### src/rtl/fetch_unit_pkg.sv
// Shared definitions for the fetch front end: reset PC default, NOP encoding,
// and the occupancy-width helper used by the top level and the prefetch FIFO.
package fetch_unit_pkg;

    localparam int unsigned RESET_PC_DEFAULT = 0;
    localparam logic [31:0] NOP_INSTR        = 32'h0000_0013;

    function automatic int unsigned occ_width(input int unsigned depth);
        return $clog2(depth) + 1;
    endfunction

endpackage

### src/rtl/fetch_fifo.sv
// Synchronous prefetch FIFO holding {pc, instruction} pairs.
// Flush takes priority over push and pop.
module fetch_fifo
    import fetch_unit_pkg::*;
#(
    parameter int unsigned WIDTH = 40,
    parameter int unsigned DEPTH = 4
) (
    input  logic                         clk,
    input  logic                         rst,
    input  logic                         push,
    input  logic                         pop,
    input  logic                         flush,
    input  logic [WIDTH-1:0]             push_data,
    output logic [WIDTH-1:0]             head,
    output logic [occ_width(DEPTH)-1:0]  occupancy
);

    localparam int unsigned AW = $clog2(DEPTH);
    localparam int unsigned OW = occ_width(DEPTH);

    logic [WIDTH-1:0] mem_q [DEPTH];
    logic [WIDTH-1:0] mem_d [DEPTH];
    logic [AW-1:0]    rd_ptr_q, rd_ptr_d;
    logic [AW-1:0]    wr_ptr_q, wr_ptr_d;
    logic [OW-1:0]    count_q, count_d;

    always_comb begin
        mem_d    = mem_q;
        rd_ptr_d = rd_ptr_q;
        wr_ptr_d = wr_ptr_q;
        count_d  = count_q;
        if (flush) begin
            rd_ptr_d = '0;
            wr_ptr_d = '0;
            count_d  = '0;
        end else begin
            if (push) begin
                mem_d[wr_ptr_q] = push_data;
                wr_ptr_d        = wr_ptr_q + AW'(1);
            end
            if (pop) begin
                rd_ptr_d = rd_ptr_q + AW'(1);
            end
            case ({push, pop})
                2'b10:   count_d = count_q + OW'(1);
                2'b01:   count_d = count_q - OW'(1);
                default: count_d = count_q;
            endcase
        end
    end

    always_ff @(posedge clk) begin
        if (rst) begin
            rd_ptr_q <= '0;
            wr_ptr_q <= '0;
            count_q  <= '0;
        end else begin
            rd_ptr_q <= rd_ptr_d;
            wr_ptr_q <= wr_ptr_d;
            count_q  <= count_d;
        end
    end

    // Storage needs no reset: entries are only visible through count_q.
    always_ff @(posedge clk) begin
        mem_q <= mem_d;
    end

    assign head      = mem_q[rd_ptr_q];
    assign occupancy = count_q;

endmodule

### src/rtl/fetch_unit.sv
// Instruction-fetch front end: owns the fetch PC, drives a 1-cycle-latency
// instruction memory, buffers returns in a prefetch FIFO and handles redirects.
module fetch_unit
    import fetch_unit_pkg::*;
#(
    parameter int unsigned PC_WIDTH    = 8,
    parameter int unsigned INSTR_WIDTH = 32,
    parameter int unsigned DEPTH       = 4,
    parameter int unsigned RESET_PC    = RESET_PC_DEFAULT
) (
    input  logic                         clk,
    input  logic                         rst,
    output logic                         imem_req,
    output logic [PC_WIDTH-1:0]          imem_addr,
    input  logic [INSTR_WIDTH-1:0]       imem_data,
    input  logic                         redirect_valid,
    input  logic [PC_WIDTH-1:0]          redirect_pc,
    output logic                         instr_valid,
    input  logic                         instr_ready,
    output logic [INSTR_WIDTH-1:0]       instr,
    output logic [PC_WIDTH-1:0]          instr_pc,
    output logic [PC_WIDTH-1:0]          instr_pc_plus1,
    output logic [occ_width(DEPTH)-1:0]  occupancy
);

    localparam int unsigned OW = occ_width(DEPTH);
    localparam int unsigned FW = OW + 1;
    localparam int unsigned EW = INSTR_WIDTH + PC_WIDTH;
    localparam logic [PC_WIDTH-1:0]    RESET_PC_L = PC_WIDTH'(RESET_PC);
    localparam logic [INSTR_WIDTH-1:0] NOP_L      = INSTR_WIDTH'(NOP_INSTR);
    localparam logic [FW-1:0]          DEPTH_L    = FW'(DEPTH);

    logic [PC_WIDTH-1:0]    fpc_q, fpc_d;
    logic                   inflight_q, inflight_d;
    logic [PC_WIDTH-1:0]    issued_pc_q, issued_pc_d;

    logic                   issue;
    logic                   push;
    logic                   pop;
    logic                   flush;
    logic [FW-1:0]          fill;
    logic [EW-1:0]          head;
    logic [OW-1:0]          occ;
    logic [PC_WIDTH-1:0]    head_pc;
    logic [INSTR_WIDTH-1:0] head_instr;

    fetch_fifo #(
        .WIDTH (EW),
        .DEPTH (DEPTH)
    ) u_fifo (
        .clk       (clk),
        .rst       (rst),
        .push      (push),
        .pop       (pop),
        .flush     (flush),
        .push_data ({issued_pc_q, imem_data}),
        .head      (head),
        .occupancy (occ)
    );

    assign {head_pc, head_instr} = head;

    always_comb begin
        // Counting the in-flight return against capacity guarantees it always has a slot.
        fill        = FW'(occ) + FW'(inflight_q);
        issue       = !rst && !redirect_valid && (fill < DEPTH_L);
        flush       = redirect_valid;
        push        = inflight_q && !redirect_valid && !rst;
        instr_valid = !rst && (occ != '0);
        pop         = instr_valid && instr_ready && !redirect_valid;

        fpc_d       = fpc_q;
        if (redirect_valid) begin
            fpc_d = redirect_pc;
        end else if (issue) begin
            fpc_d = fpc_q + PC_WIDTH'(1);
        end
        inflight_d  = issue;
        issued_pc_d = issue ? fpc_q : issued_pc_q;

        imem_req       = issue;
        imem_addr      = fpc_q;
        instr          = instr_valid ? head_instr : NOP_L;
        instr_pc       = head_pc;
        instr_pc_plus1 = head_pc + PC_WIDTH'(1);
        occupancy      = occ;
    end

    always_ff @(posedge clk) begin
        if (rst) begin
            fpc_q       <= RESET_PC_L;
            inflight_q  <= 1'b0;
            issued_pc_q <= '0;
        end else begin
            fpc_q       <= fpc_d;
            inflight_q  <= inflight_d;
            issued_pc_q <= issued_pc_d;
        end
    end

endmodule
### config.mk
export PLATFORM = sky130hd
export DESIGN_NAME = fetch_unit
export DESIGN_NICKNAME = d
export VERILOG_FILES = /design/src/rtl/fetch_unit_pkg.sv /design/src/rtl/fetch_fifo.sv /design/src/rtl/fetch_unit.sv
export SDC_FILE = /design/constraint.sdc
export NUM_CORES = 1
export LEC_CHECK = 0
export CELL_PAD_IN_SITES_DETAIL_PLACEMENT = 0
export CELL_PAD_IN_SITES_GLOBAL_PLACEMENT = 2
export CORE_UTILIZATION = 40
export DETAILED_ROUTE_END_ITERATION = 7
export GPL_TIMING_DRIVEN = 0
export PLACE_DENSITY = 0.86
export SYNTH_ARGS = -nofsm -noshare
export SYNTH_HDL_FRONTEND = slang
export SYNTH_SLANG_ARGS = --single-unit
### constraint.sdc
create_clock -name clk -period 3.6 [get_ports clk]
set_clock_uncertainty 0.1 [all_clocks]
set_input_delay 0.72 -clock clk [delete_from_list [all_inputs] [get_ports clk]]
set_output_delay 0.72 -clock clk [all_outputs]
set_load 0.02 [all_outputs]
**Word-level counts from Yosys, hierarchy flattened**

Cells that the tools add are included.

- Equality and inequality tests: 2
- Mux-type cells: 10
- Bitwise logic cells: 3
- Reduce and logical (&&, ||, !) cells: 15
- $add $sub $neg: 7
- Order comparisons: 4

Operator list:

| kind | count |
|---|---|
| $bwmux W160 | 1 |
| $mux W40 | 3 |
| $bmux W40 S2 | 1 |
| $demux W40 S2 | 1 |
| $mux W32 | 1 |
| $add A8 B1 Y8 const B | 2 |
| $mux W8 | 2 |
| $logic_and A1 B1 Y1 | 8 |
| $ge A3 B3 Y1 const B | 2 |
| $not A2 Y3 | 2 |
| $pmux W3 S2 | 1 |
| $add A2 B1 Y2 const B | 2 |
| $add A3 B1 Y4 | 1 |
| $lt A4 B3 Y1 const B | 1 |
| $reduce_bool A2 Y1 | 2 |
| $add A3 B1 Y3 const B | 1 |
| $lt A3 B1 Y1 const B | 1 |
| $reduce_bool A3 Y1 | 1 |
| $sub A3 B1 Y3 const B | 1 |
| $eq A2 B1 Y1 const B | 1 |
| $eq A2 B2 Y1 const B | 1 |
| $logic_not A1 Y1 | 2 |
| $reduce_and A2 Y1 | 1 |
| $reduce_or A2 Y1 | 1 |
| $not A1 Y1 | 1 |

- Flip-flop bits (word level): 184
- Word-level logic and storage cells: 51
- Output and inout bits: 61
- Input bits: 44

**Longest topological paths before layout**

Gate-level depths: netlist of the first run.

- Depth after elaboration: 6
- Mapped depth: 9
- Gate-level depth less buffers: 8

**By module**

From an unflattened synthesis of the first run, not the netlist that was laid out.

- Cell total of the unflattened synthesis: 404
- Area total of the unflattened synthesis: 7,322.0 um2

By module, submodules not included:

| module | instances | cells an instance | area each (um2) | sequential area each (um2) |
|---|---|---|---|---|
| fetch_fifo | 1 | 250 | 6,207.2 | 4,944.7 |
| fetch_unit | 1 | 154 | 1,114.8 | 340.3 |

**Worst setup path after synthesis of the first run**

OpenSTA, ideal clock, no wires.

- Path kind: register to output
- From: reg u_fifo.rd_ptr_q[0]
- To: out instr_pc_plus1[2]
- Data arrival time: 1.989 ns
- Slack: 0.791 ns
- Required time: 2.780 ns
- Buffers on the path: 2
- Cell stages (with the launch flop): 6
- Path through: dfxtp_1 -> buf_2 -> buf_2 -> mux4_2 -> ha_1 -> xor2_1

- Longest elaborated chain between the ends: 5

Ends and longest elaborated chain:

| element | line | text |
|---|---|---|
| from (decl) | fetch_fifo.sv:24 | `logic [AW-1:0] rd_ptr_q, rd_ptr_d;` |
| from (signal assigned) | fetch_fifo.sv:59 | `rd_ptr_q <= rd_ptr_d;` |
| $not A2 Y3 (not written as such) | fetch_fifo.sv:70 | `assign head = mem_q[rd_ptr_q];` |
| $bmux W40 S2 | fetch_fifo.sv:70 |  |
| $mux W40 (not written as such) (2 in series) | fetch_fifo.sv:70 |  |
| net instr_pc[1] | fetch_unit.sv:21 | `output logic [PC_WIDTH-1:0] instr_pc,` |
| $add A8 B1 Y8 | fetch_unit.sv:85 | `instr_pc_plus1 = head_pc + PC_WIDTH'(1);` |
| to (decl) | fetch_unit.sv:22 | `output logic [PC_WIDTH-1:0] instr_pc_plus1,` |

The timed path passes the listed nets, and every way through them passes these cells. The select of a mux whose other input is x is not followed.

**Final worst setup path of the first run**

- From: in rst
- To: out instr[31]

- Longest elaborated chain between the ends: 3

Ends and longest elaborated chain:

| element | line | text |
|---|---|---|
| from (decl) | fetch_unit.sv:12 | `input logic rst,` |
| $logic_not A1 Y1 | fetch_unit.sv:69 | `instr_valid = !rst && (occ != '0);` |
| $logic_and A1 B1 Y1 | fetch_unit.sv:69 |  |
| $mux W32 | fetch_unit.sv:83 | `instr = instr_valid ? head_instr : NOP_L;` |
| to (decl) | fetch_unit.sv:20 | `output logic [INSTR_WIDTH-1:0] instr,` |

Every way passes these cells.

==> results of run 1 <==
## cell usage after synthesis, types with 6 or more instances
cell / instances / area share [%]
ha_1: 7 / 1.2
dfxtp_1: 24 / 6.6
inv_1: 10 / 0.52
a21oi_1: 15 / 1.0
mux4_2: 40 / 12
xnor2_1: 7 / 0.85
nand2_1: 26 / 1.3
nor2b_1: 30 / 2.6
clkbuf_1: 11 / 0.57
buf_2: 6 / 0.42
nor2_1: 14 / 0.73
edfxtp_1: 160 / 66
and3_1: 6 / 0.52
## layer usage
| layer | up-vias | part of all wire, % | wire (µm) | track usage [%] |
|---|---|---|---|---|
| li1 | 1818 | - | - | - |
| met1 | 1935 | 45 | 6150 | 20.3 |
| met2 | 79 | 51 | 7000 | 26.1 |
| met3 | 16 | 3.4 | 464 | 3.69 |
| met4 | 0 | 1.0 | 139 | 5.37 |
| met5 | - | 0 | 0 | 0 |
## worst paths after layout
check	slack [ns]	cells after the start	start	endpoint
max reg2reg	1.04	8	u_fifo.occupancy[0]	u_fifo.occupancy[2]
max	0.11	5	rst	instr[31]
min reg2reg	0.40	2	issued_pc_q[3]	issued_pc_q[3]
min	0.40	2	issued_pc_q[3]	issued_pc_q[3]
## cell type report
class,instances,area (µm²)
buffer,19,123
clock buffer,21,503
clock inverter,11,81.3
fill,1414,8220
inverter,11,42.5
multi-input combinational,187,1830
sequential,184,5290
tap,225,282
timing repair buffer,108,1120
## critical path: stages
cell	delay [ns]
clkdlybuf4s50_1	0.49
or2_2	0.37
clkbuf_2	0.22
nor2b_1	0.23
clkdlybuf4s50_1	0.63
## power breakdown
group,switching (µW),total (µW),internal [µW]
clock,776,1790,1010
combinational,76.5,160,83.9
sequential,15.9,2350,2330
total,869,4290,3430
## state kept, by name (all words and copies together), names as in the netlist
register and count:
imem_addr 8, u_fifo.rd_ptr_q 2, inflight_q 1, issued_pc_q 8, u_fifo.mem_q 160, u_fifo.wr_ptr_q 2, u_fifo.occupancy 3
## stage by stage
| step | hold WS (ns) | utilization (%) | instance area (µm²) | worst slack (ns) |
|---|---|---|---|---|
| after floorplan | 0.360 | - | 7230 | 0.791 |
| after global placement | 0.374 | 48.9 | 8550 | -0.448 |
| after detailed placement | 0.398 | 49.5 | 8640 | -0.276 |
| after CTS | 0.413 | 52.9 | 9250 | 0.00916 |
| after global routing | 0.435 | 53.0 | 9260 | 0.00305 |
| final | 0.404 | 53.0 | 9260 | 0.109 |
## cells by family (layout without fill, tap and decap cells)
family	Yosys count	in the layout
flops	184	184
fa+ha+maj	8	8
buf+inv	30	170
simple gates	96	96
xor+xnor	11	11
compound gates	30	30
mux	42	42
==> results.yml, run 1 <==
placement:
  gp_congestion: 0.797
  dp_cells: 734
  numPortBuffers: 104
  dp_hpwl_um: 9050
pwr:
  p_leak_uw: 0.00305
  irDropWorstVdd_mv: 0.268
  totalPowerFinal_uw: 4290
  powerDensity_nw_per_um2: 464
grt:
  grt-ovfl-total: 0
  grt_pass1_wl_um: 21100
  grt_pass1_vias: 3911
  grt_start_max_net_pins: 23
  grtUsageTotal_pct: 15.8
  grt_antenna_before_repair: 0
sta:
  slew_headroom_pct: 57.6
  rsz0062_at_grt: "no"
  finalCritPeriodShare_pct: 97.0
  max_clock_freq_ghz: 0.286
  slew_violations: 0
  worstMarginPinSlew_ns: 0.636
  setup_viol: 0
  hold_viol_final: 0
  tns_ns: 0
  layout_min_cycle_time_ns: 3.49
detailed_routing:
  drtIter0Drc: 223
  drtPass1Iterations: 4
  drt-total-wl_um: 13800
  wl_per_cell_um: 18.0
  post-route-drc-count: 0
  vias: 3848
  antenna_left: 0
  viasPerCell: 5.02
synthesis:
  ys_seq_area_share_pct: 73.1
  synth_fp_nets: 453
  syn_inst: 401
  ys_warn_count: 0
  synth_seq_cells: 184
  synth-simple-area-share_pct: 6.85
  synth_edf_count: 160
  synth_flop_cell: "edfxtp_1"
  postSynthAreaPerCell_um2: 18.0
  synthXorXnorAreaFrac_pct: 1.33
  synth_cell_types: 38
  synthMuxAreaShare_pct: 12.8
  synthArstFlopShare_pct: 0
  synth_fa_ha_area_share_pct: 1.49
  syn-cell-area_um2: 7230
  synth_top_family_by_area: "multiplexers"
  synth_compound_area_share_pct: 2.63
cells_and_area:
  nNetsFinal: 580
  syn2layout_area_growth_pct: 28.1
  drive_gt1_share_pct: 18.7
  final_common_cell: "edfxtp_1"
  n_antenna_cell: 0
  stdcell_count: 766
  layout_common_cells: "edfxtp_1 (160), clkdlybuf4s50_1 (96), mux4_2 (40)"
worst_hold_path:
  hold_class: "reg -> reg"
job:
  drv_cap: 0
worst_setup_path:
  path_class: "in -> out"
  arrival_ns: 2.67
  worst_setup_path_start_kind: "input pin"
  worst_ep_required_time_ns: 2.78
  worstPathMaxFanout: 10
  cp-end-kind: "output port"
cts:
  cts.sinks: 184
  cts-resized-gates: 19
  clock_path_buffers: 2
  cts_tree: "done"
  cts_buffers: 17
  root_buffer: "clkbuf_16"
  clk_latency_ns: 0.42
  htreeDepth: 4
  hold_buffers: 0
  post_cts_buffers: 0
  clk_pin_slew_ns: 0.07
die:
  initial_core_util_pct: 41.4
  ios: 105
  die_x_um: 136
  die_h_um: 136
  dieArea_um2: 18600
  design.core.area_um2: 17500
  placementRows: 48
outcome:
  status: "complete, no violations"
Power figures use the tool's default switching activity.
==> run 2: changes to the inputs <==
CTS_CLUSTER_SIZE = 12   (was not set)
GPL_ROUTABILITY_DRIVEN = 1   (was not set)
SKIP_LAST_GASP = 1   (was not set)
==> run 2 against run 1 <==
Compared with the run above:
- critical path depth is the same
- first-iteration DRC count shrank 0.45%
- register-to-register slack improved by 0.03 ns
- global-route usage stayed put
- wire length fell by 0.28%
- non-clock buffer count did not move
- design area hardly changed
- cell count unchanged
- total power about the same
- setup slack worse by 0.012 ns
- die area is the same
- sequential power barely moved
- largest cell class unchanged
==> results.yml, run 2 (synthesis gave the netlist of run 1 again) <==
grt:
  grt_start_max_net_pins: 23
  grt-ovfl-total: 0
  grt_antenna_before_repair: 0
  grt_pass1_wl_um: 21200
  grt_pass1_vias: 3913
  grtUsageTotal_pct: 15.8
pwr:
  powerDensity_nw_per_um2: 464
  p_leak_uw: 0.00303
  irDropWorstVdd_mv: 0.268
die:
  initial_core_util_pct: 41.4
  die_x_um: 136
  placementRows: 48
  die_h_um: 136
  design.core.area_um2: 17500
  dieArea_um2: 18600
  ios: 105
placement:
  dp_hpwl_um: 9050
  gp_congestion: 0.797
  place_area_um2: 8640
  numPortBuffers: 104
detailed_routing:
  drtIter0Drc: 222
  drtPass1Iterations: 4
  wl_per_cell_um: 17.9
  post-route-drc-count: 0
  drt-total-wl_um: 13700
  viasPerCell: 5.01
  vias: 3839
  antenna_left: 0
worst_setup_path:
  cp_cell_sequence: "clkdlybuf4s50_1 -> or2_2 -> clkbuf_2 -> nor2b_1 -> clkdlybuf4s50_1"
  arrival_ns: 2.68
  worst_ep_required_time_ns: 2.78
  cp_slowest_stage_delay_ns: 0.64
  cp-end-kind: "output port"
  worst_setup_path_start_kind: "input pin"
  cp_slowest_cell: "clkdlybuf4s50_1"
  cp_common_cell: "clkdlybuf4s50_1"
  path_class: "in -> out"
  worstPathMaxFanout: 10
cts:
  cts_buffers: 17
  clock_path_buffers: 2
  htreeDepth: 4
  clk_latency_ns: 0.42
  root_buffer: "clkbuf_16"
  cts.sinks: 184
  clk_pin_slew_ns: 0.07
  cts_tree: "done"
  post_cts_buffers: 0
sta:
  slew_headroom_pct: 57.7
  rsz0062_at_grt: "yes"
  hold_viol_final: 0
  finalCritPeriodShare_pct: 97.3
  setup_viol: 0
  layout_min_cycle_time_ns: 3.50
  max_clock_freq_ghz: 0.285
  worstMarginPinSlew_ns: 0.634
  slew_violations: 0
cells_and_area:
  nFillCells: 1413
  syn2layout_area_growth_pct: 28.0
  fin_area_um2: 9260
  layout_common_cells: "edfxtp_1 (160), clkdlybuf4s50_1 (97), mux4_2 (40)"
  n_antenna_cell: 0
  final_common_cell: "edfxtp_1"
  fin_util_pct: 53.0
  nNetsFinal: 580
  regMostFlops: "u_fifo.mem_q"
  largest_reg_flops: 160
  drive_gt1_share_pct: 18.7
outcome:
  status: "complete, no violations"
worst_hold_path:
  hold_class: "reg -> reg"
job:
  drv_cap: 0
## run 2: cell count changes in the layout (fill, tap and decap cells not counted), sizes merged
cell	previous run	this run
buf	13	14
clkbuf	32	31
dlymetal6s2s	1	0
clkdlybuf4s50	96	97
## run 2: worst paths after layout
| kind | start | to | slack (ns) | depth (start not counted) |
|---|---|---|---|---|
| setup / recovery | rst | instr[25] | 0.1 | 5 |
| hold / removal | issued_pc_q[3] | issued_pc_q[3] | 0.40 | 2 |
| setup reg to reg | u_fifo.occupancy[0] | u_fifo.occupancy[2] | 1.07 | 8 |
| hold reg to reg | issued_pc_q[3] | issued_pc_q[3] | 0.40 | 2 |
## run 2: metal layers
layer  share of wire (%)  global-route usage [%]  vias to the layer above
met5                   0                       0                        -
met4                 1.0                    5.37                        0
met3                 3.6                    3.69                       16
met2                  51                    26.1                       82
met1                  44                    20.3                     1922
li1                    -                       -                     1819
## run 2: stage by stage
step                      power [µW]  setup TNS, ns  worst slack, ns  std cells  hold slack (ns)
final                           4290              0           0.0972        766            0.404
after global routing            4430        -0.0190          -0.0190        766            0.435
after CTS                       4340         -0.409          -0.0711        766            0.413
after detailed placement        2550         -0.278           -0.276        734            0.398
after global placement          2550         -71.08           -0.448        730            0.374
after floorplan                 2450              0            0.791        401            0.360
## run 2: final cells by class
cell class | count | area [µm²] | share of cell area [%]
plain buffers | 19 | 120 | 1.30
clock buffers | 21 | 503 | 5.43
clock inverters | 11 | 81.3 | 0.879
inverters | 11 | 42.5 | 0.460
multi-input cells | 187 | 1830 | 19.7
flip-flops and latches | 184 | 5290 | 57.1
well taps | 225 | 282 | 3.04
repair buffers | 108 | 1120 | 12.1
## run 2: critical path, delay by kind of cell
kind | cells | cell delay [ns]
and+or+nand+nor | 2 | 0.60
buffers and inverters | 3 | 1.36
## run 2: what timing repair did
item,in CTS,in global routing
pin swaps,0,0
gates cloned,0,0
endpoints found under the setup margin,38,30
endpoints found under the hold margin,0,0
resized for setup,17,14
hold buffers,0,0
## run 2: power breakdown
part	leakage [µW]	total (µW)	switching (µW)	internal, µW
logic	0.00105	160	76.4	83.9
registers	0.00169	2350	15.9	2330
clock network	0.000291	1790	776	1010
